File: src/rtl/ext_muldiv.sv
// ext_muldiv: iterative signed multiply/divide for the EX stage.
// The divider datapath is built only when EXT_DIV_EN is defined; otherwise DIV/REM complete in one cycle with result 0.
module ext_muldiv #(
    parameter int WIDTH = 32,
    parameter int ITER  = 32
) (
    input  logic             clk,
    input  logic             rst_n,
    input  logic             start_ID_EX,
    input  logic [1:0]       extop_ID_EX,
    input  logic [WIDTH-1:0] src0,
    input  logic [WIDTH-1:0] src1,
    input  logic             stall_EX_DM,
    output logic             stall_ext,
    output logic [WIDTH-1:0] dst_ext_EX_DM,
    output logic             ext_vld_EX_DM
);
    localparam int CW = $clog2(ITER);
    typedef enum logic [1:0] {IDLE, RUN, DONE} state_t;
    state_t               state_q;
    logic [CW-1:0]        cnt_q;
    logic [1:0]           op_q;
    logic                 sign_q;
    logic [WIDTH-1:0]     opnd_q;
    logic [2*WIDTH-1:0]   acc_q, acc_d, prod;
    logic [WIDTH:0]       sum;
    logic [WIDTH-1:0]     abs0, abs1, res;
`ifdef EXT_DIV_EN
    logic                 div0_q;
    logic [WIDTH:0]       diff;
`endif
    // Negating 0x80000000 yields 0x80000000, which read unsigned is exactly 2^31.
    assign abs0 = src0[WIDTH-1] ? -src0 : src0;
    assign abs1 = src1[WIDTH-1] ? -src1 : src1;
    assign stall_ext = rst_n && ((state_q == IDLE && start_ID_EX) || state_q == RUN);
    // acc_q holds {partial product, multiplier} for MUL and {remainder, quotient} for DIV.
    always_comb begin
        sum = {1'b0, acc_q[2*WIDTH-1:WIDTH]} + (acc_q[0] ? {1'b0, opnd_q} : '0);
        acc_d = {sum, acc_q[WIDTH-1:1]};
        prod = sign_q ? -acc_q : acc_q;
        res = op_q[1] ? '0 : (op_q[0] ? prod[2*WIDTH-1:WIDTH] : prod[WIDTH-1:0]);
`ifdef EXT_DIV_EN
        diff = acc_q[2*WIDTH-1:WIDTH-1] - {1'b0, opnd_q};
        if (op_q[1])
            acc_d = diff[WIDTH] ? {acc_q[2*WIDTH-2:0], 1'b0} : {diff[WIDTH-1:0], acc_q[WIDTH-2:0], 1'b1};
        if (op_q[1])
            res = op_q[0] ? (sign_q ? -acc_q[2*WIDTH-1:WIDTH] : acc_q[2*WIDTH-1:WIDTH])
                          : (div0_q ? '1 : (sign_q ? -acc_q[WIDTH-1:0] : acc_q[WIDTH-1:0]));
`endif
    end
    always_ff @(posedge clk or negedge rst_n) begin
        if (!rst_n) begin
            state_q       <= IDLE;
            cnt_q         <= '0;
            op_q          <= '0;
            sign_q        <= 1'b0;
            opnd_q        <= '0;
            acc_q         <= '0;
            dst_ext_EX_DM <= '0;
            ext_vld_EX_DM <= 1'b0;
`ifdef EXT_DIV_EN
            div0_q        <= 1'b0;
`endif
        end else begin
            ext_vld_EX_DM <= 1'b0;
            case (state_q)
                IDLE: if (start_ID_EX) begin
                    op_q   <= extop_ID_EX;
                    sign_q <= extop_ID_EX == 2'b11 ? src0[WIDTH-1] : src0[WIDTH-1] ^ src1[WIDTH-1];
                    opnd_q <= extop_ID_EX[1] ? abs1 : abs0;
                    acc_q  <= {{WIDTH{1'b0}}, extop_ID_EX[1] ? abs0 : abs1};
                    cnt_q  <= '0;
`ifdef EXT_DIV_EN
                    div0_q  <= src1 == '0;
                    state_q <= RUN;
`else
                    state_q <= extop_ID_EX[1] ? DONE : RUN;
`endif
                end
                RUN: begin
                    acc_q <= acc_d;
                    cnt_q <= cnt_q + CW'(1);
                    if (cnt_q == CW'(ITER - 1))
                        state_q <= DONE;
                end
                DONE: if (!stall_EX_DM) begin
                    dst_ext_EX_DM <= res;
                    ext_vld_EX_DM <= 1'b1;
                    state_q       <= IDLE;
                end
                default: state_q <= IDLE;
            endcase
        end
    end
endmodule

File: config.mk
export PLATFORM = sky130hd
export DESIGN_NAME = ext_muldiv
export DESIGN_NICKNAME = d
export VERILOG_FILES = /design/src/rtl/ext_muldiv.sv
export SDC_FILE = /design/constraint.sdc
export NUM_CORES = 1
export LEC_CHECK = 0
export ABC_AREA = 1
export CAP_MARGIN = 20
export CORE_ASPECT_RATIO = 1.75
export CORE_MARGIN = 2
export CORE_UTILIZATION = 30
export CTS_CLUSTER_DIAMETER = 100
export DETAILED_ROUTE_END_ITERATION = 8
export GPL_ROUTABILITY_DRIVEN = 0
export GPL_TIMING_DRIVEN = 0
export PLACE_DENSITY = 0.47
export SETUP_SLACK_MARGIN = 0.15
export SKIP_CTS_REPAIR_TIMING = 1
export SLEW_MARGIN = 30
export SYNTH_ARGS = -nofsm -noshare
export SYNTH_HDL_FRONTEND = slang
export SYNTH_SLANG_ARGS = --single-unit
File: constraint.sdc
create_clock -name clk -period 2.36 [get_ports clk]
set_input_delay 0.708 -clock clk [delete_from_list [all_inputs] [get_ports clk]]
set_output_delay 0.708 -clock clk [all_outputs]
set_load 0.01 [all_outputs]
==> qor.txt <==
Arrival @ worst endpoint: 2.77 ns
Worst-Skew Late Latency: 0.46 ns
failing checks: negative setup slack
WL/cell: 21.6 µm
Setup Viol. Count Final: 6
row cnt: 99
Total GRT Usage: 0.278
ys async rst share: 1.00
DIE WIDTH: 158 µm
Final Hold Slack: 0.178 ns
root buffer selected by CTS: clkbuf_16
Die Area: 43400 µm²
share of layout cells above drive strength 1: 0.191
vias in the first global route: 14.4k
Reg2Reg Setup Slack: -0.07 ns
total number of vias: 14.6k
max_cap viols: 0
crit path kind: register to register
H-tree Lvls: 4
# clock sinks: 139
RSZ-0062 raised after global routing: yes
Tightest Pin Transition: 0.902 ns
Syn Area/Cell: 6.04 µm²
count leader, synth: nand2_1
fill count: 4524
Die Height: 274 µm
GRT overflow: 0
CTS tree: done
Synth Register Bits: 139
worst flop-to-flop path endpoint: acc_q[61]$_DFFE_PN0P_
Non-Filler Instances: 2810
peak supply drop: 0.592 mV
synth cell count leaders: nand2_1 (716), nand3_1 (251), nor2_1 (239)
CTS buffer count: 17
Post-DRT Antenna Nets: 0
DP HPWL: 50.2 mm
Post-synth EDFFs: 0
Yosys cell types: 50
initial antenna violation count: 0
top cell type's share of synthesized area: 0.278
Syn. warnings: 0
placed cell count: 2730
area leader, netlist: dfrtp_1
Worst Hold Class: input pin to async pin
Max Freq: 411 MHz
CP Launch Type: register
register area share after synthesis: 0.278
Pins Over Slew Limit: 0
CTS clk-pin slew, worst paths: 0.07 ns
Required @ worst endpoint: 2.70 ns
Starting Density: 0.302
drt pass-1 iters: 8
Final Critical Period: 2.43 ns
synth top area cells: dfrtp_1 (28%), nand2_1 (21%), nand3_1 (10%)
I/O Buffers: 102
status: finished with violations
Synth Flop Type: dfrtp_1
global-route wire length before repair: 87.4 mm
setup TNS: -0.294 ns
via-per-instance ratio: 5.20
FF-to-FF path depth: 17
Power Density: 1200 nW/µm²
Iteration-0 DRC Markers: 791
ant diodes: 0
Mapped Area: 12500 µm²
endpoints failing hold: 0
WL final: 60.8 mm
worst-case clock skew: 0.0109 ns
clock buffer depth: 2
largest net degree at the start of global routing: 81
critical register-to-register path startpoint: acc_q[0]$_DFFE_PN0P_
Total Nets Final: 2351
setup ws final: -0.0707 ns
DRC Markers: 0
Core ar.: 41400 µm²
P_leak: 0.00794 µW
Boundary Pins: 104
Syn Nets: 2180
pre-CTS WS: -1.47 ns
Post-Synthesis Cells: 2072
relative slew slack: 0.398
fin crit share: 1.03
Worst Setup End Kind: register
worst-path fanout max: 6
area growth from synthesis to layout: 36.2%
[layout make-up]
| class | instances | area [µm²] | share of cell area |
|---|---|---|---|
| multi-input cells | 1639 | 9530 | 0.559 |
| flip-flops and latches | 139 | 3480 | 0.204 |
| repair buffers | 152 | 1460 | 0.0857 |
| inverters | 232 | 890 | 0.0522 |
| well taps | 555 | 694 | 0.0408 |
| clock buffers | 18 | 429 | 0.0252 |
| plain buffers | 62 | 313 | 0.0184 |
| clock inverters | 13 | 239 | 0.0140 |
[per-stage QoR]
stage / cell area (µm²) / total power [µW] / utilization
2_1_floorplan: 12500 / 10900 / -
3_3_place_gp: 14200 / 15100 / 0.344
3_5_place_dp: 14300 / 15200 / 0.345
4_1_cts: 14900 / 18500 / 0.361
5_1_grt: 17000 / 21700 / 0.412
6_report: 17000 / 20400 / 0.412
[logic make-up (layout without fill, tap and decap cells)]
kind of cell | Yosys count | after routing | share of synthesized area
DFF | 139 | 139 | 0.278
xor gates and xnor gates | 47 | 47 | 0.0329
buffers and inverters | 294 | 477 | 0.0912
AOI/OAI and AO/OA | 246 | 246 | 0.118
and+or+nand+nor | 1308 | 1308 | 0.441
adders and majority gates | 38 | 38 | 0.0386
[routing by layer]
metal | GRT usage | share of wire | vias to the layer above
li1 | - | - | 7057
met1 | 0.260 | 0.33 | 6827
met2 | 0.515 | 0.52 | 490
met3 | 0.0330 | 0.033 | 240
met4 | 0.253 | 0.11 | 0
met5 | 0 | 0 | -
[layout by cell type (no fill, tap or decap), drive strengths merged, types with 2 or more instances in the layout]
cell type,count
nand2,723
nor2,259
nand3,255
inv,233
dfrtp,139
clkdlybuf4s50,95
o21ai,92
buf,85
a21oi,72
clkbuf,47
xor2,38
ha,37
nand4,32
a22oi,30
nor3,19
o22ai,13
nand3b,11
xnor2,9
a31oi,8
o211ai,7
o221ai,6
bufinv,6
o21bai,5
dlymetal6s2s,5
or2,4
clkinvlp,3
a21boi,3
and2,3
clkinv,3
a221o,2
a22o,2
o21a,2
nor4,2
[state kept, by name, summed over array words and instances, names as in the netlist]
| register | cells |
|---|---|
| op_q | 2 |
| dst_ext_EX_DM | 32 |
| state_q | 2 |
| opnd_q | 32 |
| cnt_q | 5 |
| acc_q | 64 |
| ext_vld_EX_DM | 1 |
| sign_q | 1 |
[critical path: stages, from the launching register on]
cell and delay [ns]:
dfrtp_1 0.34, buf_6 0.16, buf_8 0.13, nand2_2 0.04, inv_2 0.07, ha_4 0.14, inv_4 0.04, fa_2 0.40
o21ai_4 0.25, nand2_2 0.11, nand2_4 0.11, nand3_4 0.11, nand2_8 0.12, nand2_4 0.06, nand2_2 0.07, nand2_2 0.05
nand3_2 0.06, nand2_1 0.05
[worst max path at each step]
stage,startpoint,endpoint,depth (start not counted)
finish,acc_q[0]$_DFFE_PN0P_,acc_q[61]$_DFFE_PN0P_,17
global route,acc_q[0]$_DFFE_PN0P_,acc_q[57]$_DFFE_PN0P_,17
CTS,start_ID_EX,stall_ext,7
detailed placement,start_ID_EX,stall_ext,7
global placement,rst_n,acc_q[54]$_DFFE_PN0P_,1
floorplan,start_ID_EX,stall_ext,5
[power by group]
group / internal [µW] / leakage (µW) / switching [µW]
combinational: 4390 / 0.00584 / 7650
sequential: 3390 / 0.00178 / 1770
clock: 1990 / 0.000318 / 1240
Power figures use the tool's default switching activity.
